**src/rtl/elbeth_mem_arbiter.sv**
```systemverilog
// elbeth_mem_arbiter
// Shares one single-port memory between the core's instruction-fetch port and
// its data port. Exactly one memory transaction is in flight at a time. The
// memory-side signals are registered at grant and held until the memory
// acknowledges or the access times out.
//
// Handshake semantics (both requester ports and the memory port):
//   - A requester raises *_req with stable command fields and holds both until
//     it sees its one-cycle *_ready pulse. At the edge that ends the *_ready
//     cycle it may drop *_req or present a new command.
//   - *_r_data and *_err are meaningful only in the *_ready cycle. *_r_data
//     keeps its last value otherwise.
//   - mem_req stays high with constant mem_* fields until the cycle in which
//     mem_ack = 1. mem_ack is ignored whenever the arbiter is not in a grant state.
//
// dbg_state exposes the FSM state: 0 = IDLE, 1 = GNT_I, 2 = GNT_D, 3 = DONE.
// DATA_W must be 32, because the byte-enable mask is four lanes wide.

module elbeth_mem_arbiter #(
  parameter int ADDR_W   = 32,
  parameter int DATA_W   = 32,
  parameter int D_STREAK = 4,
  parameter int TIMEOUT  = 255
) (
  input  logic              clk,
  input  logic              rst,
  // instruction-fetch port
  input  logic              imem_req,
  input  logic [ADDR_W-1:0] imem_addr,
  output logic [DATA_W-1:0] imem_r_data,
  output logic              imem_ready,
  output logic              imem_err,
  // data port
  input  logic              dmem_req,
  input  logic              dmem_we,
  input  logic [ADDR_W-1:0] dmem_addr,
  input  logic [DATA_W-1:0] dmem_w_data,
  input  logic [3:0]        dmem_data_size,
  output logic [DATA_W-1:0] dmem_r_data,
  output logic              dmem_ready,
  output logic              dmem_err,
  // shared memory port
  output logic              mem_req,
  output logic              mem_we,
  output logic [ADDR_W-1:0] mem_addr,
  output logic [3:0]        mem_be,
  output logic [DATA_W-1:0] mem_w_data,
  input  logic [DATA_W-1:0] mem_r_data,
  input  logic              mem_ack,
  // debug visibility of the FSM
  output logic [1:0]        dbg_state
);

  typedef enum logic [1:0] {
    S_IDLE  = 2'd0,
    S_GNT_I = 2'd1,
    S_GNT_D = 2'd2,
    S_DONE  = 2'd3
  } state_t;

  localparam logic [3:0] STREAK_MAX = 4'(D_STREAK);
  // The timeout counter holds (cycles already spent in GNT_*) and starts at 0.
  // The last permitted grant cycle therefore sees the value TIMEOUT-1.
  localparam logic [7:0] TMO_LAST   = 8'(TIMEOUT - 1);

  state_t              state_q, state_d;
  logic [3:0]          streak_q, streak_d;
  logic [7:0]          tmo_q, tmo_d;

  logic                mem_req_q, mem_req_d;
  logic                mem_we_q, mem_we_d;
  logic [ADDR_W-1:0]   mem_addr_q, mem_addr_d;
  logic [3:0]          mem_be_q, mem_be_d;
  logic [DATA_W-1:0]   mem_w_data_q, mem_w_data_d;

  logic                imem_ready_q, imem_ready_d;
  logic                imem_err_q, imem_err_d;
  logic [DATA_W-1:0]   imem_r_data_q, imem_r_data_d;
  logic                dmem_ready_q, dmem_ready_d;
  logic                dmem_err_q, dmem_err_d;
  logic [DATA_W-1:0]   dmem_r_data_q, dmem_r_data_d;

  logic                fetch_turn;
  logic                d_mask_ok;
  logic                unused_imem_addr_lsbs;

  // Fetch addresses are word aligned, so the two low bits are never used.
  assign unused_imem_addr_lsbs = ^imem_addr[1:0];

  // The fetch overrides data priority once data has won D_STREAK grants in a
  // row while a fetch was waiting.
  assign fetch_turn = imem_req && (streak_q == STREAK_MAX);

  // Data masks that are allowed: single bytes, aligned halves, and full words.
  always_comb begin
    d_mask_ok = 1'b0;
    case (dmem_data_size)
      4'b0001, 4'b0010, 4'b0100, 4'b1000,
      4'b0011, 4'b1100, 4'b1111: d_mask_ok = 1'b1;
      default:                   d_mask_ok = 1'b0;
    endcase
  end

  // Next-state and registered-output computation for the arbiter FSM.
  always_comb begin
    state_d       = state_q;
    streak_d      = streak_q;
    tmo_d         = tmo_q;
    mem_req_d     = mem_req_q;
    mem_we_d      = mem_we_q;
    mem_addr_d    = mem_addr_q;
    mem_be_d      = mem_be_q;
    mem_w_data_d  = mem_w_data_q;
    imem_r_data_d = imem_r_data_q;
    dmem_r_data_d = dmem_r_data_q;
    // The completion flags are single-cycle pulses, so they default low.
    imem_ready_d  = 1'b0;
    imem_err_d    = 1'b0;
    dmem_ready_d  = 1'b0;
    dmem_err_d    = 1'b0;

    case (state_q)
      S_IDLE: begin
        if (dmem_req && !fetch_turn) begin
          // A data grant only extends the streak while a fetch is waiting.
          streak_d = imem_req ? (streak_q + 4'd1) : 4'd0;
          if (d_mask_ok) begin
            state_d      = S_GNT_D;
            mem_req_d    = 1'b1;
            mem_we_d     = dmem_we;
            mem_addr_d   = dmem_addr;
            mem_be_d     = dmem_data_size;
            mem_w_data_d = dmem_w_data;
            tmo_d        = 8'd0;
          end else begin
            // A rejected access never reaches memory and completes at once.
            state_d      = S_DONE;
            dmem_ready_d = 1'b1;
            dmem_err_d   = 1'b1;
          end
        end else if (imem_req) begin
          streak_d     = 4'd0;
          state_d      = S_GNT_I;
          mem_req_d    = 1'b1;
          mem_we_d     = 1'b0;
          mem_addr_d   = {imem_addr[ADDR_W-1:2], 2'b00};
          mem_be_d     = 4'b1111;
          mem_w_data_d = '0;
          tmo_d        = 8'd0;
        end
      end

      S_GNT_I, S_GNT_D: begin
        if (mem_ack) begin
          state_d   = S_DONE;
          mem_req_d = 1'b0;
          tmo_d     = 8'd0;
          if (state_q == S_GNT_I) begin
            imem_ready_d  = 1'b1;
            imem_r_data_d = mem_r_data;
          end else begin
            dmem_ready_d  = 1'b1;
            if (!mem_we_q) begin
              dmem_r_data_d = mem_r_data;
            end
          end
        end else if (tmo_q == TMO_LAST) begin
          // The memory did not answer in time, so the access is abandoned
          // and reported as an error.
          state_d   = S_DONE;
          mem_req_d = 1'b0;
          tmo_d     = 8'd0;
          if (state_q == S_GNT_I) begin
            imem_ready_d = 1'b1;
            imem_err_d   = 1'b1;
          end else begin
            dmem_ready_d = 1'b1;
            dmem_err_d   = 1'b1;
          end
        end else begin
          tmo_d = tmo_q + 8'd1;
        end
      end

      S_DONE: begin
        // One completion cycle. Requests present now are not arbitrated.
        state_d = S_IDLE;
      end

      default: begin
        state_d = S_IDLE;
      end
    endcase
  end

  // State and output registers. Reset clears everything and drops mem_req immediately.
  always_ff @(posedge clk or negedge rst) begin
    if (!rst) begin
      state_q       <= S_IDLE;
      streak_q      <= 4'd0;
      tmo_q         <= 8'd0;
      mem_req_q     <= 1'b0;
      mem_we_q      <= 1'b0;
      mem_addr_q    <= '0;
      mem_be_q      <= 4'd0;
      mem_w_data_q  <= '0;
      imem_ready_q  <= 1'b0;
      imem_err_q    <= 1'b0;
      imem_r_data_q <= '0;
      dmem_ready_q  <= 1'b0;
      dmem_err_q    <= 1'b0;
      dmem_r_data_q <= '0;
    end else begin
      state_q       <= state_d;
      streak_q      <= streak_d;
      tmo_q         <= tmo_d;
      mem_req_q     <= mem_req_d;
      mem_we_q      <= mem_we_d;
      mem_addr_q    <= mem_addr_d;
      mem_be_q      <= mem_be_d;
      mem_w_data_q  <= mem_w_data_d;
      imem_ready_q  <= imem_ready_d;
      imem_err_q    <= imem_err_d;
      imem_r_data_q <= imem_r_data_d;
      dmem_ready_q  <= dmem_ready_d;
      dmem_err_q    <= dmem_err_d;
      dmem_r_data_q <= dmem_r_data_d;
    end
  end

  assign mem_req     = mem_req_q;
  assign mem_we      = mem_we_q;
  assign mem_addr    = mem_addr_q;
  assign mem_be      = mem_be_q;
  assign mem_w_data  = mem_w_data_q;
  assign imem_ready  = imem_ready_q;
  assign imem_err    = imem_err_q;
  assign imem_r_data = imem_r_data_q;
  assign dmem_ready  = dmem_ready_q;
  assign dmem_err    = dmem_err_q;
  assign dmem_r_data = dmem_r_data_q;
  assign dbg_state   = state_q;

endmodule
```
**config.mk**
```make
export PLATFORM = sky130hd
export DESIGN_NAME = elbeth_mem_arbiter
export DESIGN_NICKNAME = d
export VERILOG_FILES = /design/src/rtl/elbeth_mem_arbiter.sv
export SDC_FILE = /design/constraint.sdc
export NUM_CORES = 1
export LEC_CHECK = 0
export CORE_MARGIN = 3
export CORE_UTILIZATION = 46
export CTS_CLUSTER_SIZE = 28
export DETAILED_ROUTE_END_ITERATION = 8
export GPL_TIMING_DRIVEN = 1
export PLACE_DENSITY = 0.9
export REMOVE_ABC_BUFFERS = 1
export SLEW_MARGIN = 0
export SYNTH_ARGS = -nofsm -noshare
export SYNTH_HDL_FRONTEND = slang
export SYNTH_SLANG_ARGS = --single-unit
```
**constraint.sdc**
```tcl
create_clock -name clk -period 3.9 [get_ports clk]
set_input_delay 0.78 -clock clk [delete_from_list [all_inputs] [get_ports clk]]
set_output_delay 0.78 -clock clk [all_outputs]
set_load 0.005 [all_outputs]
```
==> results of run 1 <==
-- stage by stage --
stage	setup WS (ns)	instances
6_report	1.21	1053
5_1_grt	1.02	1053
4_1_cts	1.22	1052
3_5_place_dp	0.803	1021
3_3_place_gp	0.836	1021
2_1_floorplan	0.235	562
-- synthesized netlist by cell type, drive strengths merged (2+ instances only) --
master    n
a21oi     9
a31oi    32
a32o      2
and2      2
and3      2
buf      19
clkbuf   16
dfrtp   152
ha        7
inv       8
mux2     65
nand2   146
nand2b    5
nand3    43
nand4     2
nor2     41
nor2b     4
nor3      2
o21ai    14
o31ai     7
o41ai     2
or3       2
or4       2
-- area by class of cell --
cell class	count	area, sq um	area share, %
multi-input combinational	402	2430	24.6
antenna	1	2.50	0.0254
tap	176	220	2.23
clock buffer	20	447	4.53
inverter	8	30.0	0.304
sequential	152	3800	38.5
clock inverter	11	97.6	0.989
timing repair buffer	283	2840	28.8
-- critical path, delay by kind of cell --
family | cells | cell delay (ns)
compound gates | 1 | 0.65
simple gates | 3 | 0.31
mux | 1 | 0.49
buf+inv | 2 | 0.77
-- layer usage --
metal,routed length (microns),global-route usage (%),up-vias
met1,6770,26.1,2544
li1,-,-,2585
met4,499,9.99,0
met2,9060,40.1,241
met5,0,0,-
met3,1990,9.58,34
-- report_power, final --
part	switching (mW)	internal, mW	total (mW)
registers	0.393	2.28	2.67
logic	1.32	1.93	3.25
clock network	0.626	0.892	1.52
total	2.34	5.10	7.44
-- worst min path at each step --
stage	start	cells after the start	slack (ns)	end
after floorplan	mem_addr[0]	2	0.46	mem_addr[0]
after global routing	rst	1	0.42	mem_addr[27]
after global placement	mem_w_data[0]	2	0.45	mem_w_data[0]
final	rst	1	0.37	mem_addr[27]
after detailed placement	mem_w_data[19]	2	0.45	mem_w_data[19]
after CTS	rst	1	0.39	mem_addr[27]
-- cells by family (layout without fill, tap and decap cells) --
| family | after synthesis | in the layout |
|---|---|---|
| compound gates | 74 | 74 |
| simple gates | 255 | 255 |
| other cells | 0 | 1 |
| buf+inv | 43 | 322 |
| flops | 152 | 152 |
| fa+ha+maj | 7 | 7 |
| mux | 66 | 66 |
-- flip-flops by register name, indices dropped and copies added, names as in the netlist, 2 cells and up --
| signal | cells |
|---|---|
| dbg_state | 2 |
| dmem_r_data | 32 |
| imem_r_data | 32 |
| mem_addr | 32 |
| mem_be | 4 |
| mem_w_data | 32 |
| streak_q | 4 |
| tmo_q | 8 |
==> metrics, run 1 <==
largest net degree at the start of global routing=91; Mean Syn Cell Area=between 10 and 15 sq um; Initial Utilization=47.8%; share of layout cells above drive strength 1=about an eighth; crit start category=input pin; fillcell total=between 900 and 1000; Mapped Cells=slightly below 600; area share of fa/ha/maj cells after synthesis=under 10%; Layout Nets=1009; f_max=372 MHz; Placed Area=9320 sq um; Post-DP HPWL=around 13000 microns; post-synth top area cell=dfrtp_1; cell repeated most along the worst path=nand2_1; ys flop type=dfrtp_1; Placer Congestion=0.798; Seq/Total Area, Yosys=about three fifths; DRC Markers=0; drt wl/cell=around 17 microns; Crit Path Max Fanout=28; largest family of logic cells by synthesized area=simple AND/OR/NAND/NOR gates; mux cell area share after synthesis=11.5%; first-pass GRT wire length=27600 microns; Arr. time, crit path=a little over 3 ns; Synth async-reset ratio=between 90% and 100%; core area=around 13000 sq um; total track usage=between 20% and 30%; Worst EP required=4.24 ns; cells along the critical path=clkdlybuf4s50_1 -> nor2_1 -> mux2i_1 -> a31o_2 -> buf_4 -> nand2_1 -> nand2_1; Clock Pin Slew Worst Setup and Hold Paths=0.06 ns; Pre-antenna DRT Iters=5; global route overflow=0; total number of vias=5404; aggregate routed wire length=about 18000 microns; Sum Neg Setup Slack=0 ns; initial DRC count=roughly 380; slowest library cell on the worst path=a31o_2; Post-synth EDFFs=0; top cell type's share of synthesized area=between 50 and 60%; H-tree levels=4; Yosys reg bits=between 150 and 200; mapped cell area=roughly 6400 sq um; CTS tree=yes; CTS Sinks=152; outcome=finished clean; Site Rows=42; most frequent cells in the layout=clkdlybuf4s50_1, dfrtp_1, nand2_1; fin. max-slew vios=0; PnR Total Power=7.44 mW; critical path capture point type=register; reg2reg path depth=7; Peak VDD IR=0.000385 V; Max-cap violations=0; vias per cell=approximately 5.1; Worst Tran Pin Value=between 1 and 1.5 ns; compound-gate portion of the synthesized area=under 10%; fin crit share=around 69%; flop2flop setup slack=1.47 ns; # IOs=278; Synth cell types=43; worst setup path class=in -> reg; Post-CTS Resized=0; max incr delay on CP=about 0.65 ns; initial antenna violation count=1; clock insertion delay at the later pin of the skew report=between 0.4 and 0.5 ns; RSZ-0062 raised after global routing=no; fin util=between 70% and 80%; Synth Area in XOR/XNOR=0%; first element of the critical path=dmem_data_size[2]; top cells by area, synth=dfrtp_1, mux2_2, nand2_1, nand3_1, a31oi_1; vias in the first global route=around 5400; hold_buf cts=0; simple logic cell fraction of the synthesized area=17.1%; Reg-to-Reg Start=dbg_state[1]; area delta synth->final=53.6%; Final Hold Viols=0; final setup vio count=0; Tightest Hold Check Type=in -> async; worst r2r dst=mem_addr[7]; CP endpoint=mem_w_data[21]; P_leak=4.32 nW; Die Ht=around 120 microns; die width=between 100 and 150 microns; Antenna Nets Post-Route=0; Yosys warnings=0; Pwr Density=roughly 750 nW/um^2; die area=15400 sq um; Root Buffer=clkbuf_16; # port buffers=between 200 and 300; final worst clock skew=just over 0.009 ns; most common cell after layout, fill and taps aside=clkdlybuf4s50_1; Setup Fix Bufs, Post-CTS=0; WHS=0.372 ns; Max clock buf depth=2; relative slew slack=between 20% and 30%; CTS Buf Count=17; Final min period=approximately 2.7 ns; design area=just under 10000 sq um
No activity file was read; power rests on OpenSTA's default activity.
==> run 2: changes to the inputs <==
Settings changed: CORE_UTILIZATION 46 to 43, PLACE_DENSITY 0.9 to 0.85.
Clock period 3.9 ns to 2.5 ns, I/O delays scaled along.
==> run 2 against run 1 <==
- first-iteration DRC count fell by 24%
- clock skew about the same
- total power rose by 57%
- register-to-register slack lost 1.2 ns
- utilization shrank 4.9 points
- non-clock buffer count rose by 10
- die area grew 6.6%
- setup slack lost 0.94 ns
- global-route usage down 2.1 points
- largest power group unchanged
==> metrics, run 2 (synthesis results as in run 1) <==
largest net degree at the start of global routing=80 (-12%); total track usage=21.5% (-2.1 points); GR peak layer=met2; Clock Pin Slew Worst Setup and Hold Paths=0.06 ns (about the same); RSZ-0062 raised after global routing=no; initial DRC count=288 (-24%); Worst Tran Pin Value=0.686 ns (-0.379 ns); aggregate routed wire length=17600 microns (-3.7%); final worst clock skew=0.00933 ns (+0.000151 ns); critical path capture point type=register; Sum Neg Setup Slack=0 ns (unchanged); CTS Sinks=152 (unchanged); initial antenna violation count=0 (-1); Placed Area=9450 sq um (+1.3%); design area=9990 sq um (+1.2%); Site Rows=44 (+4.8%); Worst Slack Setup Final=0.275 ns (-0.938 ns); H-tree levels=4 (unchanged); worst setup path class=reg -> reg; WHS=0.0439 ns (-0.328 ns); Die Ht=128 microns (+3.3%); global route overflow=0 (unchanged); area delta synth->final=55.5%; vias in the first global route=5420 (+0.80%); share of layout cells above drive strength 1=13.8% (+0.98 points); Layout Nets=1019 (+0.99%); cells along the critical path=inv_1 -> ha_1 -> o21ai_1 -> a31oi_4 -> buf_12 -> nor2_1 -> a31oi_1; vias per cell=5.06 (-1.4%); hold_buf cts=0 (unchanged); most frequent cells in the layout=clkdlybuf4s50_1, dfrtp_1, nand2_1; drt wl/cell=16.5 microns (-5.2%); Max-cap violations=0 (unchanged); fin. max-slew vios=0 (unchanged); Post-DP HPWL=13000 microns (-3.5%); f_max=about 450 MHz; Setup Fix Bufs, Post-CTS=0 (unchanged); die width=128 microns (+3.3%); DRC Markers=0 (unchanged); Final Hold Viols=0 (unchanged); clock insertion delay at the later pin of the skew report=0.41 ns (about the same); number of diodes=0 (-1); max incr delay on CP=0.43 ns (-0.22 ns); DP Worst Slack=0.0486 ns (-0.754 ns); Antenna Nets Post-Route=0 (unchanged); crit start category=register; die area=16400 sq um (+6.6%); Tightest Hold Check Type=in -> async; CTS tree=yes; Initial Utilization=44.0% (-3.7 points); fin crit share=89.0%; slowest library cell on the worst path=dfrtp_1; Arr. time, crit path=2.55 ns (-0.48 ns); Placer Congestion=0.798 (about the same); relative slew slack=54.2% (+26 points); Worst EP required=2.83 ns (-1.41 ns); total number of vias=5413 (+0.17%); Post-CTS Resized=0 (unchanged); GR Util met1=24.2% (-1.9 points); Max clock buf depth=2 (unchanged); core area=14600 sq um (+8.4%); WP buf/inv=2 (unchanged); most common cell after layout, fill and taps aside=clkdlybuf4s50_1; CTS Buf Count=17 (unchanged); Final min period=between 2 and 2.5 ns; P_leak=4.36 nW (+1.1%); first-pass GRT wire length=27600 microns (-0.22%); GR Util met3=7.92% (-1.7 points); outcome=finished clean; Peak VDD IR=0.000526 V (+37%); Root Buffer=clkbuf_16; Pre-antenna DRT Iters=4 (-1); Pwr Density=1170 nW/um^2 (+55%); # IOs=278 (unchanged); fillcell total=1097 (+15%); CP top delay family=compound AO/OA/AOI/OAI gates; Crit Path Max Fanout=79 (+180%); final setup vio count=0 (unchanged); # port buffers=275 (unchanged); GRT met2 Usage=37.2% (-2.8 points)
[run 2: changes by cell type in the layout (fill, tap and decap cells not counted)]
cell | previous run | this run
clkinvlp_4 | 1 | 5
inv_6 | 3 | 1
buf_4 | 6 | 13
buf_12 | 2 | 5
clkinv_2 | 5 | 3
diode_2 | 1 | 0
[run 2: where the power goes]
group          switching, mW  internal (mW)  total, mW
Sequential             0.603           3.55       4.15
Combinational           2.04           3.11       5.15
Clock                  0.978           1.39       2.37
Total                   3.62           8.05       11.7
[run 2: metrics by stage]
step                      cells  util (%)  power, mW
after floorplan             562         -       6.22
after global placement     1039      64.8       9.21
after detailed placement   1039      64.8       9.40
after CTS                  1070      68.5       11.8
after global routing       1070      68.5       12.4
final                      1070      68.5       11.7
[run 2: final cells by class]
| type | instances | area, sq um | share of cell area (%) |
|---|---|---|---|
| inverter | 8 | 30.0 | 0.300 |
| clock buffer | 20 | 447 | 4.47 |
| multi-input combinational | 402 | 2430 | 24.3 |
| sequential | 152 | 3800 | 38.1 |
| clock inverter | 11 | 100 | 1.00 |
| timing repair buffer | 293 | 2950 | 29.5 |
| tap | 184 | 230 | 2.30 |
[run 2: final timing paths]
kind / from / end / slack, ns / cells past startpoint
min: rst / mem_w_data[22] / 0.04 / 1
max: dbg_state[1] / mem_addr[19] / 0.27 / 7
min reg2reg: mem_w_data[10] / mem_w_data[10] / 0.46 / 2
max reg2reg: dbg_state[1] / mem_addr[19] / 0.27 / 7
min in group clk: mem_w_data[10] / mem_w_data[10] / 0.46 / 2
max in group asynchronous: rst / imem_r_data[24] / 1.71 / 2
[run 2: routing by layer]
layer | share of wire [%] | vias up
met5 | 0 | -
met2 | 49 | 232
met4 | 2.2 | 0
met1 | 39 | 2546
li1 | - | 2609
met3 | 10 | 26
==> run 3: changes to the inputs <==
Settings changed: CORE_MARGIN 3 to 1.5, CTS_CLUSTER_DIAMETER from default to 50.
==> run 3 against run 2 <==
- critical path depth shrank 1
- via count grew 1.6%
- cell count grew 0.28%
- register-to-register slack gained 0.11 ns
- die area shrank 4.6%
- largest cell class unchanged
- largest power group unchanged
==> metrics, run 3 (synthesis results as in run 1) <==
reg2reg path depth=7 (unchanged); Setup Fix Bufs, Post-CTS=0 (unchanged); outcome=finished clean; largest net degree at the start of global routing=71 (-11%); clock insertion delay at the later pin of the skew report=0.41 ns (about the same); final worst clock skew=0.00715 ns (-0.00218 ns); Peak VDD IR=0.000573 V (+8.9%); number of diodes=0 (unchanged); fillcell total=1069 (-2.6%); Clock Pin Slew Worst Setup and Hold Paths=0.06 ns (about the same); crit start category=input pin; Post-CTS Resized=0 (unchanged); Root Buffer=clkbuf_16; Post-DP HPWL=13300 microns (+2.0%); worst r2r dst=tmo_q[4]; share of layout cells above drive strength 1=14.1% (+0.29 points); first-pass GRT wire length=29600 microns (+7.2%); global route overflow=0 (unchanged); RSZ-0062 raised after global routing=no; die width=125 microns (-2.3%); Pint=8.45 mW (+5.0%); Worst EP required=2.85 ns (+0.02 ns); sw frac=30.5% (-0.55 points); area delta synth->final=57.4%; Worst Slack Setup Final=0.363 ns (+0.0880 ns); Crit Path Max Fanout=40 (-49%); most common cell after layout, fill and taps aside=clkdlybuf4s50_1; power share of the sequential group=34.4% (-1.2 points); vias per cell=5.13 (+1.4%); Final min period=2.14 ns (-0.0880 ns); relative slew slack=41.4% (-13 points); hold_buf cts=0 (unchanged); Logic pwr share=43.0% (-1.1 points); vias in the first global route=5697 (+5.1%); initial antenna violation count=0 (unchanged); Clock Power Share=22.6% (+2.3 points); P_leak=4.43 nW (+1.4%); critical path capture point type=register; Site Rows=44 (unchanged); final setup vio count=0 (unchanged); drt wl/cell=17.0 microns (+3.0%); total number of vias=5502 (+1.6%); fin util=69.3% (+0.82 points); aggregate routed wire length=18200 microns (+3.3%); core area=14600 sq um (unchanged); Tightest Hold Check Type=in -> async; fin crit share=85.5% (-3.5 points); Worst Tran Pin Value=0.878 ns (+0.192 ns); CTS Buf Count=17 (unchanged); die area=15700 sq um (-4.6%); Final Hold Viols=0 (unchanged); # port buffers=275 (unchanged); Initial Utilization=44.0% (unchanged); design area=10100 sq um (+1.2%); switching component of the power=3.70 mW (+2.4%); # IOs=278 (unchanged); Layout Nets=1021 (+0.20%); Die Ht=125 microns (-2.3%); Placed Area=9470 sq um (+0.29%); Max clock buf depth=2 (unchanged); Antenna Nets Post-Route=0 (unchanged); Pwr Density=1200 nW/um^2 (+3.0%); Pre-antenna DRT Iters=4 (unchanged); worst setup path class=in -> reg; total track usage=24.2% (+2.8 points); initial DRC count=354 (+23%); H-tree levels=4 (unchanged); CTS Sinks=152 (unchanged); CTS tree=yes; Max-cap violations=0 (unchanged); DRC Markers=0 (unchanged); WHS=0.0762 ns (+0.0323 ns); DP Worst Slack=-0.0797 ns (-0.128 ns); Placer Congestion=0.794 (-0.53%); fin. max-slew vios=0 (unchanged); most frequent cells in the layout=clkdlybuf4s50_1, dfrtp_1, nand2_1; f_max=468 MHz (+4.1%); flop2flop setup slack=0.38 ns (+0.11 ns); Arr. time, crit path=2.49 ns (-0.06 ns); Reg-to-Reg Start=dbg_state[1]
run 3: worst max-delay path by stage:
| stage | start | cells after the start | slack [ns] | to |
|---|---|---|---|---|
| floorplan | dbg_state[1] | 5 | -1.17 | dmem_r_data[0] |
| global placement | dmem_data_size[1] | 5 | -0.06 | mem_be[1] |
| detailed placement | dmem_data_size[2] | 5 | -0.08 | mem_be[1] |
| CTS | dmem_data_size[1] | 5 | 0.32 | mem_be[1] |
| global route | dmem_data_size[1] | 5 | 0.15 | mem_be[1] |
| finish | dmem_data_size[1] | 6 | 0.36 | mem_w_data[15] |
run 3: area by class of cell:
class / instances / area (sq um) / area share, %
clock inverters: 10 / 165 / 1.63
repair buffers: 295 / 2980 / 29.5
flip-flops and latches: 152 / 3800 / 37.6
multi-input cells: 402 / 2430 / 24.0
well taps: 184 / 230 / 2.28
inverters: 8 / 30.0 / 0.297
clock buffers: 22 / 474 / 4.69
run 3: power by group through the flow:
| stage | logic, mW | clock network [mW] | registers (mW) |
|---|---|---|---|
| after global routing | 5.70 | 2.91 | 4.30 |
| after CTS | 5.30 | 2.80 | 4.18 |
| after floorplan | 2.01 | 0 | 4.21 |
| final | 5.23 | 2.74 | 4.18 |
| after detailed placement | 5.26 | 0 | 4.21 |
| after global placement | 5.12 | 0 | 4.13 |
run 3: per-layer routing:
metal / wire [microns] / global-route usage (%) / vias to the layer above / part of all wire [%]
met1: 7120 / 26.9 / 2613 / 39
met2: 9160 / 42.4 / 251 / 50
met3: 1440 / 8.17 / 27 / 7.9
met4: 490 / 10.3 / 0 / 2.7
li1: - / - / 2611 / -
met5: 0 / 0 / - / 0
run 3: through the flow:
step	setup TNS [ns]	instances	total power, mW
2_1_floorplan	-51.85	562	6.22
3_3_place_gp	-0.0598	1041	9.25
3_5_place_dp	-0.248	1041	9.47
4_1_cts	0	1073	12.3
5_1_grt	0	1073	12.9
6_report	0	1073	12.2
run 3: worst max-delay path, cell delays in order:
cell and delay [ns]:
clkdlybuf4s50_1 0.46, and3_1 0.17, o21ai_1 0.27, a31o_2 0.79, nand2_1 0.16, nand2_1 0.10
